### src/rtl/traffic_lamp_driver.sv
// traffic_lamp_driver
// Turns the per-cycle car/pedestrian phase codes into lamp drives.
// It also generates the pedestrian blink and the walk countdown.
// A safety monitor latches the first illegal or conflicting phase it sees
// and holds a flashing-yellow fail-safe until rst_n is asserted.
// All outputs are registered: inputs sampled at edge N show up after edge N.
//
// Input contract: i_car_light / i_hmn_light are sampled on every rising clk
// edge. There is no valid/ready handshake; every edge carries a phase code.
module traffic_lamp_driver #(
    parameter int BLINK_HALF  = 2,
    parameter int WALK_CYCLES = 20,
    parameter int CNT_W       = 6
) (
    input  logic             clk,
    input  logic             rst_n,
    input  logic [1:0]       i_car_light,
    input  logic [1:0]       i_hmn_light,
    output logic             o_car_r,
    output logic             o_car_y,
    output logic             o_car_g,
    output logic             o_car_arrow,
    output logic             o_hmn_r,
    output logic             o_hmn_g,
    output logic [CNT_W-1:0] o_walk_cnt,
    output logic             o_walk_vld,
    output logic             o_fault,
    output logic [1:0]       o_fault_code,
    output logic             o_dbg_state
);

    // Car phase encodings
    localparam logic [1:0] CAR_RED    = 2'b00;
    localparam logic [1:0] CAR_GREEN  = 2'b01;
    localparam logic [1:0] CAR_YELLOW = 2'b10;
    localparam logic [1:0] CAR_LEFT   = 2'b11;

    // Pedestrian phase encodings
    localparam logic [1:0] HMN_RED     = 2'b00;
    localparam logic [1:0] HMN_GREEN   = 2'b01;
    localparam logic [1:0] HMN_BLINK   = 2'b10;
    localparam logic [1:0] HMN_ILLEGAL = 2'b11;

    // Fault causes
    localparam logic [1:0] FC_NONE     = 2'b00;
    localparam logic [1:0] FC_CONFLICT = 2'b01;
    localparam logic [1:0] FC_CAR      = 2'b10;
    localparam logic [1:0] FC_HMN      = 2'b11;

    // Blink/flash phase index runs 0 .. 2*BLINK_HALF-1; ON while below BLINK_HALF
    localparam int            BW         = $clog2(2 * BLINK_HALF);
    localparam logic [BW-1:0] BLINK_LAST = BW'(2 * BLINK_HALF - 1);
    localparam logic [BW-1:0] BLINK_ON   = BW'(BLINK_HALF);

    localparam logic [CNT_W-1:0] WALK_LOAD = CNT_W'(WALK_CYCLES - 1);

    typedef enum logic {
        ST_NORMAL = 1'b0,
        ST_FAULT  = 1'b1
    } state_t;

    state_t           r_state;
    logic [1:0]       r_prev_car;
    logic [1:0]       r_prev_hmn;
    logic [BW-1:0]    r_blink_idx;
    logic [BW-1:0]    r_flash_idx;
    logic             r_car_r;
    logic             r_car_y;
    logic             r_car_g;
    logic             r_car_arrow;
    logic             r_hmn_r;
    logic             r_hmn_g;
    logic [CNT_W-1:0] r_walk_cnt;
    logic             r_walk_vld;
    logic             r_fault;
    logic [1:0]       r_fault_code;

    logic             w_conflict;
    logic             w_car_legal;
    logic             w_hmn_legal;
    logic [1:0]       w_fault_code;
    logic [BW-1:0]    w_blink_next;
    logic [BW-1:0]    w_flash_next;
    logic [CNT_W-1:0] w_walk_cnt_next;
    logic             w_walk_vld_next;

    // A walking pedestrian while cars may move is the most dangerous case
    assign w_conflict = ((i_hmn_light == HMN_GREEN) || (i_hmn_light == HMN_BLINK))
                        && (i_car_light != CAR_RED);

    // Legal car sequence: RED -> GREEN -> YELLOW -> (LEFT <-> YELLOW) -> RED
    always_comb begin
        w_car_legal = 1'b0;
        if (i_car_light == r_prev_car) begin
            w_car_legal = 1'b1;
        end else begin
            case ({r_prev_car, i_car_light})
                {CAR_RED,    CAR_GREEN},
                {CAR_GREEN,  CAR_YELLOW},
                {CAR_YELLOW, CAR_LEFT},
                {CAR_YELLOW, CAR_RED},
                {CAR_LEFT,   CAR_YELLOW}: w_car_legal = 1'b1;
                default:                  w_car_legal = 1'b0;
            endcase
        end
    end

    // Legal pedestrian sequence: RED -> GREEN -> BLINK -> RED; code 11 never legal
    always_comb begin
        w_hmn_legal = 1'b0;
        if (i_hmn_light == HMN_ILLEGAL) begin
            w_hmn_legal = 1'b0;
        end else if (i_hmn_light == r_prev_hmn) begin
            w_hmn_legal = 1'b1;
        end else begin
            case ({r_prev_hmn, i_hmn_light})
                {HMN_RED,   HMN_GREEN},
                {HMN_GREEN, HMN_BLINK},
                {HMN_BLINK, HMN_RED}: w_hmn_legal = 1'b1;
                default:              w_hmn_legal = 1'b0;
            endcase
        end
    end

    // Priority encode the checks; the first failing check names the fault
    always_comb begin
        w_fault_code = FC_NONE;
        if (w_conflict) begin
            w_fault_code = FC_CONFLICT;
        end else if (!w_car_legal) begin
            w_fault_code = FC_CAR;
        end else if (!w_hmn_legal) begin
            w_fault_code = FC_HMN;
        end
    end

    // Blink phase restarts ON whenever BLINK is entered from another phase
    always_comb begin
        w_blink_next = '0;
        if (r_prev_hmn == HMN_BLINK) begin
            w_blink_next = (r_blink_idx == BLINK_LAST) ? '0 : r_blink_idx + 1'b1;
        end
    end

    // Fault flash keeps running from the index loaded on the entry edge
    always_comb begin
        w_flash_next = (r_flash_idx == BLINK_LAST) ? '0 : r_flash_idx + 1'b1;
    end

    // Walk countdown: load on the RED->GREEN edge, count down through GREEN/BLINK
    always_comb begin
        w_walk_cnt_next = '0;
        w_walk_vld_next = 1'b0;
        if ((i_hmn_light == HMN_GREEN) && (r_prev_hmn == HMN_RED)) begin
            w_walk_cnt_next = WALK_LOAD;
            w_walk_vld_next = 1'b1;
        end else if ((i_hmn_light == HMN_GREEN) || (i_hmn_light == HMN_BLINK)) begin
            w_walk_cnt_next = (r_walk_cnt == '0) ? '0 : r_walk_cnt - 1'b1;
            w_walk_vld_next = r_walk_vld;
        end
    end

    // NORMAL/FAULT state machine with all lamp and status outputs registered
    always_ff @(posedge clk) begin
        if (!rst_n) begin
            r_state      <= ST_NORMAL;
            r_prev_car   <= CAR_RED;
            r_prev_hmn   <= HMN_RED;
            r_blink_idx  <= '0;
            r_flash_idx  <= '0;
            r_car_r      <= 1'b1;
            r_car_y      <= 1'b0;
            r_car_g      <= 1'b0;
            r_car_arrow  <= 1'b0;
            r_hmn_r      <= 1'b1;
            r_hmn_g      <= 1'b0;
            r_walk_cnt   <= '0;
            r_walk_vld   <= 1'b0;
            r_fault      <= 1'b0;
            r_fault_code <= FC_NONE;
        end else begin
            case (r_state)
                ST_NORMAL: begin
                    if (w_fault_code != FC_NONE) begin
                        // The entry edge already drives the fail-safe pattern
                        r_state      <= ST_FAULT;
                        r_fault      <= 1'b1;
                        r_fault_code <= w_fault_code;
                        r_flash_idx  <= '0;
                        r_car_r      <= 1'b0;
                        r_car_y      <= 1'b1;
                        r_car_g      <= 1'b0;
                        r_car_arrow  <= 1'b0;
                        r_hmn_r      <= 1'b0;
                        r_hmn_g      <= 1'b0;
                        r_walk_cnt   <= '0;
                        r_walk_vld   <= 1'b0;
                    end else begin
                        r_prev_car  <= i_car_light;
                        r_prev_hmn  <= i_hmn_light;
                        r_car_r     <= (i_car_light == CAR_RED) || (i_car_light == CAR_LEFT);
                        r_car_y     <= (i_car_light == CAR_YELLOW);
                        r_car_g     <= (i_car_light == CAR_GREEN);
                        r_car_arrow <= (i_car_light == CAR_LEFT);
                        r_hmn_r     <= (i_hmn_light == HMN_RED);
                        if (i_hmn_light == HMN_BLINK) begin
                            r_blink_idx <= w_blink_next;
                            r_hmn_g     <= (w_blink_next < BLINK_ON);
                        end else begin
                            r_blink_idx <= '0;
                            r_hmn_g     <= (i_hmn_light == HMN_GREEN);
                        end
                        r_walk_cnt <= w_walk_cnt_next;
                        r_walk_vld <= w_walk_vld_next;
                    end
                end
                ST_FAULT: begin
                    // Inputs are ignored; only the yellow flash advances
                    r_flash_idx <= w_flash_next;
                    r_car_r     <= 1'b0;
                    r_car_y     <= (w_flash_next < BLINK_ON);
                    r_car_g     <= 1'b0;
                    r_car_arrow <= 1'b0;
                    r_hmn_r     <= 1'b0;
                    r_hmn_g     <= 1'b0;
                    r_walk_cnt  <= '0;
                    r_walk_vld  <= 1'b0;
                    r_fault     <= 1'b1;
                end
                default: begin
                    r_state <= ST_FAULT;
                end
            endcase
        end
    end

    assign o_car_r      = r_car_r;
    assign o_car_y      = r_car_y;
    assign o_car_g      = r_car_g;
    assign o_car_arrow  = r_car_arrow;
    assign o_hmn_r      = r_hmn_r;
    assign o_hmn_g      = r_hmn_g;
    assign o_walk_cnt   = r_walk_cnt;
    assign o_walk_vld   = r_walk_vld;
    assign o_fault      = r_fault;
    assign o_fault_code = r_fault_code;
    assign o_dbg_state  = (r_state == ST_FAULT);

endmodule

### config.mk
export PLATFORM = sky130hd
export DESIGN_NAME = traffic_lamp_driver
export DESIGN_NICKNAME = d
export VERILOG_FILES = /design/src/rtl/traffic_lamp_driver.sv
export SDC_FILE = /design/constraint.sdc
export NUM_CORES = 1
export LEC_CHECK = 0
export BUFFER_PORTS_ARGS = -buffer_cell sky130_fd_sc_hd__buf_2
export CAP_MARGIN = 10
export CELL_PAD_IN_SITES_DETAIL_PLACEMENT = 1
export CELL_PAD_IN_SITES_GLOBAL_PLACEMENT = 1
export CORE_MARGIN = 4
export CORE_UTILIZATION = 37
export DETAILED_ROUTE_END_ITERATION = 16
export PLACE_DENSITY = 0.83
export SLEW_MARGIN = 20
export SYNTH_ARGS = -nofsm -noshare
export SYNTH_HDL_FRONTEND = slang
export SYNTH_SLANG_ARGS = --single-unit
export TNS_END_PERCENT = 1
### constraint.sdc
create_clock -name clk -period 1.86 [get_ports clk]
set_clock_uncertainty 0.2 [all_clocks]
set_input_delay 0.093 -clock clk [delete_from_list [all_inputs] [get_ports clk]]
set_output_delay 0.093 -clock clk [all_outputs]
set_load 0.03 [all_outputs]
* Word level (Yosys, flattened, before mapping) *
Cells that the tools add are included.
Widths: inputs -> output; s select.

storage, ports and cells
  register bits = 25
  bits of input ports = 6
  word-level logic and storage cells = 97

operators by class
  $add $sub $neg = 3
  $lt $le $gt $ge = 2
  eq/ne operators = 21
  muxes and demuxes = 40
  bitwise logic cells = 2
  reduce and logical (&&, ||, !) cells = 14

operators by type and width
  kind                 number
  $mux 6               4
  $mux 1               18
  $eq 4x4->1 const B   4
  $mux 2               8
  $pmux 1 s2           8
  $eq 2x2->1 const B   7
  $pmux 6 s2           1
  $eq 4x1->1 const B   2
  $eq 4x3->1 const B   2
  $logic_not 2->1      3
  $logic_not 6->1      1
  $sub 6x1->6 const B  1
  $reduce_or 5->1      1
  $add 2x1->2 const B  2
  $eq 2x1->1 const B   2
  $eq 2x2->1           2
  $lt 2x2->1 const B   2
  $ne 4x4->1 const B   1
  $pmux 2 s2           1
  $reduce_and 2->1     2
  $reduce_bool 2->1    2
  $reduce_or 3->1      1
  $logic_and 1x1->1    2
  $logic_or 1x1->1     2
  other kinds (2)      3

* Depth between registers and ports, before layout *
Gate-level depths: netlist of the first run.

  depth after elaboration = 11
  mapped depth = 8
  depth with buffers taken out = 7

* Worst setup path before layout of the first run *
Ideal clock, no wire load.

  path kind = reg2reg
  start point = register r_prev_car[1]
  end point = register r_prev_car[0]
  library setup time = 0.072 ns
  arrival = 1.573 ns
  slack = 0.016 ns
  stages on the path, launching flop included = 7
  buffers on the path = 1
  clock period less this slack = 1.844 ns
  cells stage by stage = dfxtp_1 nor3b_1 o31a_1 a211oi_4 and2_4 buf_8 mux2i_1

between the ends
  cells in the longest elaborated chain, start to end = 9
  elaborated cells between the ends (all ways) = 14
  those cells by class = 6 x eq/ne; 4 x mux; 1 x bitwise; 3 x reduce/logical

RTL lines
  item                                 RTL line  RTL
  start, declared                      63        logic [1:0] r_prev_car;
  start signal, assigned               199       r_prev_car <= i_car_light;
  $eq 4x1->1 (tied with other cells)   97        case ({r_prev_car, i_car_light})
  $reduce_or 5->1                      97
  $mux 1                               97
  $mux 1 *                             94        if (i_car_light == r_prev_car) begin
  $mux 2 *                             130       end else if (!w_car_legal) begin
  $mux 2 *                             128       if (w_conflict) begin
  $reduce_bool 2->1 *                  184       if (w_fault_code != FC_NONE) begin
  $not 1->1 (no source line) *         -
  $reduce_and 2->1 (no source line) *  -

Every way passes the cells marked *; elsewhere a longest branch is shown, timed or not.
A chain may end at the register's enable or synchronous reset.

* Final worst setup path of the first run *
  start point = register r_prev_car[1]
  end point = register r_prev_hmn[0]

between the ends
  cells in the longest elaborated chain, start to end = 9
  elaborated cells between the ends (all ways) = 14
  those cells by class = 6 x eq/ne; 4 x mux; 1 x bitwise; 3 x reduce/logical

RTL lines
  item                                 RTL line  RTL
  $eq 4x1->1 (tied with other cells)   97
  $reduce_or 5->1                      97
  $mux 1                               97
  $mux 1 *                             94
  $mux 2 *                             130
  $mux 2 *                             128
  $reduce_bool 2->1 *                  184
  $not 1->1 (no source line) *         -
  $reduce_and 2->1 (no source line) *  -
  end signal, assigned                 200       r_prev_hmn <= i_hmn_light;
  end, declared                        64        logic [1:0] r_prev_hmn;

Marked as above.

==> flow_summary_export.csv, run 1 <==
group,metric,value,unit
sta,setup_viol,15,
sta,finalCritPeriodShare,106.2,%
die,die-area,0.004407,mm²
setup_path,crit_type,"register to register",
synth,synth_top_area_share,39.68,%
finish,final_cell_mix,"22 x buf_2, 21 x dfxtp_1, 15 x nand2_1",
placed_design,globalplace.congestion,0.7353,
placed_design,dp_slack,-0.1791,ns
clock_network,clk_path_buf_depth,2,
power_and_ir_drop,internal-power,0.7262,mW
sta,maxSlewHeadroom,74.66,%
routing,via_per_inst,5.210,
finish,drive_gt1_share,31.76,%
global_route,grtUsageTotal,17.23,%
sta,worst_pin_slew,0.3777,ns
global_route,grt.overflow.total,0,
outcome,violations,"negative setup slack",
die,die_w,66.39,µm
setup_path,required,1.91,ns
routing,ant_nets,0,
clock_network,clk_pin_slew,0.14,ns
synth,syn_nets,149,
finish,diodes,0,
sta,rsz0062_at_grt,"true",
power_and_ir_drop,switching_share,29.55,%
placed_design,place_hpwl,2.541,mm
power_and_ir_drop,p_leak,0.7535,nW
routing,wl,3.426,mm
synth,ys_ff_latch,25,
finish,layout-area-overhead-vs-synth,26.49,%
synth,synth_simple_gate_area_share,19.94,%
synth,yosysTopAreaCell,"dfxtp_1",
global_route,grt_max_degree,22,
clock_network,clock_sinks,25,
finish,nets,189,
synth,synthCells,131,
run,maxCapViolCount,0,
setup_path,end_kind,"register",
routing,drtPass1Iterations,4,
sta,hold_ws,0.01654,ns
power_and_ir_drop,clockPowerShare,24.5,%
global_route,grt_pass1_vias,1213,
routing,wl_per_cell,16.01,µm
synth,yosysWarnings,0,
sta,fmax,506.3,MHz
synth,ys_types,39,
global_route,antenna_found_initial,0,
synth,ys_seq_area_share,39.68,%
synth,synthAdderAreaFrac,11.90,%
die,rows,20,
setup_path,startpoint_type,"register",
synth,synth_top_family_by_area,"simple AND/OR/NAND/NOR gates",
routing,drc,0,
power_and_ir_drop,p_sw,0.3046,mW
synth,synth_compound_gate_area_share,13.89,%
die,coreArea,0.003153,mm²
power_and_ir_drop,ir_drop,0.2750,mV
clock_network,insertion_delay,0.33,ns
finish,layout_commonest_cell,"buf_2",
routing,drt_iter0_markers,31,
clock_network,cts_tree,"done",
die,die_y,66.39,µm
clock_network,cts_buffers,3,
synth,synth-xor-area-share,4.861,%
sta,fin_ws,-0.1152,ns
die,ioPinCount,23,
outcome,outcome,"finished, violations left",
synth,syn_area,0.001261,mm²
setup_path,crit_path_max_fanout,6,
synth,synth.area.top_cells,"dfxtp_1 40%, ha_1 12%, mux2i_1 5.6%",
power_and_ir_drop,cellPowerDensity,646.1,mW/mm²
min_path,hold_class,"input pin to register",
placed_design,portBuffers,22,
global_route,grt_pass1_wl,5.782,mm
sta,hold_viol_final,0,
die,start_util,40.00,%
clock_network,htreeDepth,1,
power_and_ir_drop,p_comb_share,20.3,%
power_and_ir_drop,p_seq_share,55.2,%
synth,synth_mux_area_share,5.556,%
routing,via_count,1115,
setup_path,cp.arrival,2.03,ns
clock_network,clockRootBuffer,"clkbuf_4",
synth,syn_area_per_cell,9.628,µm²
sta,period_minus_slack,1.975,ns
sta,maxSlewViolCount,0,
[logic make-up after synthesis]
family	count (synthesis)
AND/OR/NAND/NOR	49
flip-flops	25
AO/OA/AOI/OAI	20
adder cells (fa/ha/maj)	12
buffers and inverters	11
XOR/XNOR	7
multiplexers	7
[Yosys cell counts]
cell type	number
a2111oi_2	1
a211oi_1	1
a211oi_4	1
a21o_2	1
a21oi_1	1
a311oi_1	1
a31oi_1	1
and2_1	1
and2_4	1
and3_1	4
and3_2	1
buf_8	1
clkbuf_1	2
clkinv_1	1
dfxtp_1	25
ha_1	12
inv_1	7
mux2i_1	7
nand2_1	15
nand2_4	1
nand2b_1	2
nand3_1	3
nand3b_1	1
nor2_1	10
nor3_1	3
nor3b_1	2
nor4_1	3
o211a_1	1
o21a_1	1
o21ai_0	6
o21ba_2	1
o21bai_1	1
o221a_4	1
o311a_1	1
o31a_1	1
or3_1	1
or3b_2	1
xnor2_1	4
xor2_1	3
[through the flow]
stage	utilization (%)	area, µm²	setup TNS [ns]	power [mW]	std cells
floorplan	-	1261	0	0.6997	131
global placement	46.67	1471	0	0.7581	203
detailed placement	46.67	1471	-2.291	0.7706	203
CTS	49.68	1567	-0.05676	1.025	213
global route	50.60	1595	-2.370	1.074	214
finish	50.60	1595	-0.8835	1.031	214
[worst max-delay path: stages, from the launching register on]
cell and delay [ns]:
dfxtp_2 0.37, nor3b_1 0.15, o31a_1 0.30, a211oi_4 0.37, and2_4 0.27, mux2i_1 0.22
[layer usage]
metal	routed length (µm)	vias to the layer above	GRT usage [%]
met2	1859	18	30.36
li1	-	535	-
met3	80	5	2.551
met1	1439	557	20.70
met4	46	0	6.853
met5	0	-	0
[final cells by class]
cell class | instances | area, µm²
clock buffer | 4 | 26.28
fill | 383 | 1558
inverter | 8 | 30.03
multi-input combinational | 96 | 743.2
sequential | 25 | 505.5
tap | 44 | 55.05
timing repair buffer | 37 | 235.2
[worst paths after layout]
path	slack [ns]	to	cells after the start	start
worst max register to register	-0.12	r_prev_hmn[0]$_SDFFE_PN0P_	5	r_prev_car[1]$_SDFFE_PN0P_
worst max-delay path	-0.12	r_prev_hmn[0]$_SDFFE_PN0P_	5	r_prev_car[1]$_SDFFE_PN0P_
worst min-delay path	0.02	o_car_r$_SDFF_PN1_	4	i_car_light[1]
worst min register to register	0.28	o_fault$_SDFFE_PN0P_	1	o_fault$_SDFFE_PN0P_
[registers in the layout, indices dropped and copies added, names as in the netlist]
name,count
o_fault_code,2
o_fault,1
o_walk_cnt,6
o_car_arrow,1
o_hmn_r,1
o_car_g,1
o_dbg_state,1
r_prev_hmn,2
o_car_y,1
r_flash_idx,2
o_hmn_g,1
r_prev_car,2
o_car_r,1
o_walk_vld,1
r_blink_idx,2
[power groups by stage]
stage	Clock [mW]	Combinational, mW	Sequential, mW
2_1_floorplan	0	0.0955	0.604
3_3_place_gp	0	0.181	0.578
3_5_place_dp	0	0.191	0.580
4_1_cts	0.254	0.202	0.569
5_1_grt	0.275	0.227	0.572
6_report	0.253	0.209	0.569
[what timing repair did]
item / 4_1_cts / 5_1_grt
resized for setup: 6 / 4
hold buffers: 5 / 0
hold endpoints to repair: 12 / 0
endpoints found under the setup margin: 18 / 21
buffers inserted: 0 / 1
gates cloned: 1 / 0
pin swaps: 3 / 2
No activity file was read; power rests on OpenSTA's default activity.
==> inputs of run 2 (changes only) <==
CORE_UTILIZATION = 41   (was 37)
PLACE_DENSITY = 0.87   (was 0.83)
clock period = 2.2 ns   (was 1.86 ns; I/O delays follow)
==> flow_summary_export.csv, run 2 (synthesis gave the netlist of run 1 again) <==
group,metric,value,unit
outcome,outcome,"complete, no violations",
clock_network,clk_path_buf_depth,2,
sta,tns,0,ns
finish,fillers,351,
clock_network,insertion_delay,0.33,ns
setup_path,slowest_stage,"a211oi_4",
clock_network,clockRootBuffer,"clkbuf_4",
power_and_ir_drop,switching_share,29.30,%
setup_path,crit_start,"r_prev_car[1]$_SDFFE_PN0P_",
sta,maxSlewViolCount,0,
global_route,grt_pass1_vias,1091,
clock_network,htreeDepth,1,
sta,hold_viol_final,0,
setup_path,startpoint_type,"register",
placed_design,globalplace.congestion,0.8097,
die,coreArea,0.002853,mm²
min_path,whs_endpoint,"o_car_g$_SDFF_PP0_",
clock_network,cts_buffers,3,
power_and_ir_drop,p_seq_share,56.6,%
sta,maxSlewHeadroom,72.72,%
routing,drt_iter0_markers,27,
global_route,grt_pass1_wl,5.023,mm
global_route,antenna_found_initial,0,
finish,largest_reg_flops,6,
die,ioPinCount,23,
power_and_ir_drop,ir_drop,0.3432,mV
power_and_ir_drop,internal-power,0.5987,mW
clock_network,clock_sinks,25,
finish,diodes,0,
die,die-area,0.004027,mm²
routing,via_count,1034,
finish,nets,179,
power_and_ir_drop,p_leak,0.7015,nW
power_and_ir_drop,p_total,0.8468,mW
placed_design,place_hpwl,2.273,mm
min_path,hold_depth,3,
setup_path,worst-r2r-setup-slack,0.18,ns
setup_path,timing.rr.start,"r_prev_car[1]$_SDFFE_PN0P_",
routing,via_per_inst,5.414,
finish,final_cell_mix,"25 x dfxtp_1, 22 x buf_2, 15 x nand2_1",
placed_design,portBuffers,22,
die,rows,19,
power_and_ir_drop,p_sw,0.2481,mW
min_path,hold_class,"input pin to register",
run,maxCapViolCount,0,
finish,drive_gt1_share,22.50,%
setup_path,cp_cell_sequence,"nor3b_1 -> o31a_1 -> a211oi_4 -> nand2_4 -> nor4_1",
sta,setup_viol,0,
sta,worst_pin_slew,0.4077,ns
die,start_util,44.21,%
setup_path,end_kind,"register",
min_path,min_from,"i_car_light[0]",
setup_path,cp.arrival,2.07,ns
sta,fmax,495.0,MHz
finish,layout_commonest_cell,"dfxtp_1",
sta,rsz0062_at_grt,"false",
routing,wl,2.972,mm
setup_path,crit_type,"register to register",
clock_network,clk_pin_slew,0.14,ns
sta,finalCritPeriodShare,91.83,%
global_route,grtUsageTotal,15.96,%
finish,multi_input_comb_area,714.4,µm²
setup_path,crit_path_max_fanout,10,
clock_network,cts_tree,"done",
power_and_ir_drop,p_comb_share,18.0,%
power_and_ir_drop,clockPowerShare,25.4,%
routing,wl_per_cell,15.56,µm
global_route,grt_max_degree,22,
routing,ant_nets,0,
finish,layout-area-overhead-vs-synth,17.16,%
setup_path,max_stage_delay,0.39,ns
die,die_y,63.46,µm
setup_path,reg2reg_to,"o_walk_cnt[5]$_SDFF_PP0_",
routing,drtPass1Iterations,2,
finish,layout.area.seq,500.5,µm²
power_and_ir_drop,cellPowerDensity,573.1,mW/mm²
setup_path,required,2.25,ns
routing,drc,0,
finish,utilization,51.80,%
sta,period_minus_slack,2.020,ns
die,die_w,63.46,µm
global_route,grt.overflow.total,0,
setup_path,worstRegToRegCells,5,
[run 2: worst max path at each step]
stage	slack (ns)	to	depth (start not counted)
final	0.18	o_walk_cnt[5]$_SDFF_PP0_	5
after global routing	0.09	o_walk_cnt[2]$_SDFF_PP0_	5
after CTS	0.14	o_walk_cnt[3]$_SDFF_PP0_	5
after detailed placement	0.03	o_walk_cnt[3]$_SDFF_PP0_	8
after global placement	0.23	r_prev_car[0]$_SDFFE_PN0P_	8
after floorplan	0.36	r_prev_car[0]$_SDFFE_PN0P_	6
[run 2: layout make-up]
cell class,count,area share (%)
clock buffers,4,1.778
flip-flops and latches,25,33.87
well taps,31,2.625
multi-input cells,95,48.35
repair buffers,28,11.35
inverters,8,2.032
[run 2: repair_timing]
item / 4_1_cts / 5_1_grt
gates resized for setup: 0 / 1
hold endpoints to repair: 8 / 0
setup buffers: 0 / 0
endpoints found under the setup margin: 0 / 1
hold buffers: 5 / 0
[run 2: critical path: cells and delay by family (launching register included)]
kind	cells	cell delay [ns]
compound gates	2	0.72
simple gates	3	0.64
flops	1	0.37
[run 2: per-stage QoR]
step | cell area, µm² | cells | setup slack [ns] | hold slack [ns]
after CTS | 1471 | 191 | 0.1371 | 0.03670
after global placement | 1395 | 182 | 0.2343 | 0.2095
after global routing | 1478 | 191 | 0.08864 | 0.09360
final | 1478 | 191 | 0.1798 | 0.04241
after floorplan | 1261 | 131 | 0.3556 | 0.05211
after detailed placement | 1395 | 182 | 0.02789 | 0.2259
[run 2: layer usage]
| layer | vias up | track usage (%) | part of all wire (%) |
|---|---|---|---|
| li1 | 507 | - | - |
| met1 | 507 | 19.34 | 46 |
| met2 | 15 | 27.12 | 49 |
| met3 | 5 | 4.618 | 3.3 |
| met4 | 0 | 4.852 | 1.3 |
| met5 | - | 0 | 0 |
[run 2: power by group through the flow]
stage,clock network (mW),registers (mW),logic [mW]
3_3_place_gp,0,0.489,0.138
2_1_floorplan,0,0.511,0.0807
3_5_place_dp,0,0.490,0.145
5_1_grt,0.237,0.482,0.166
4_1_cts,0.218,0.480,0.152
6_report,0.215,0.480,0.152
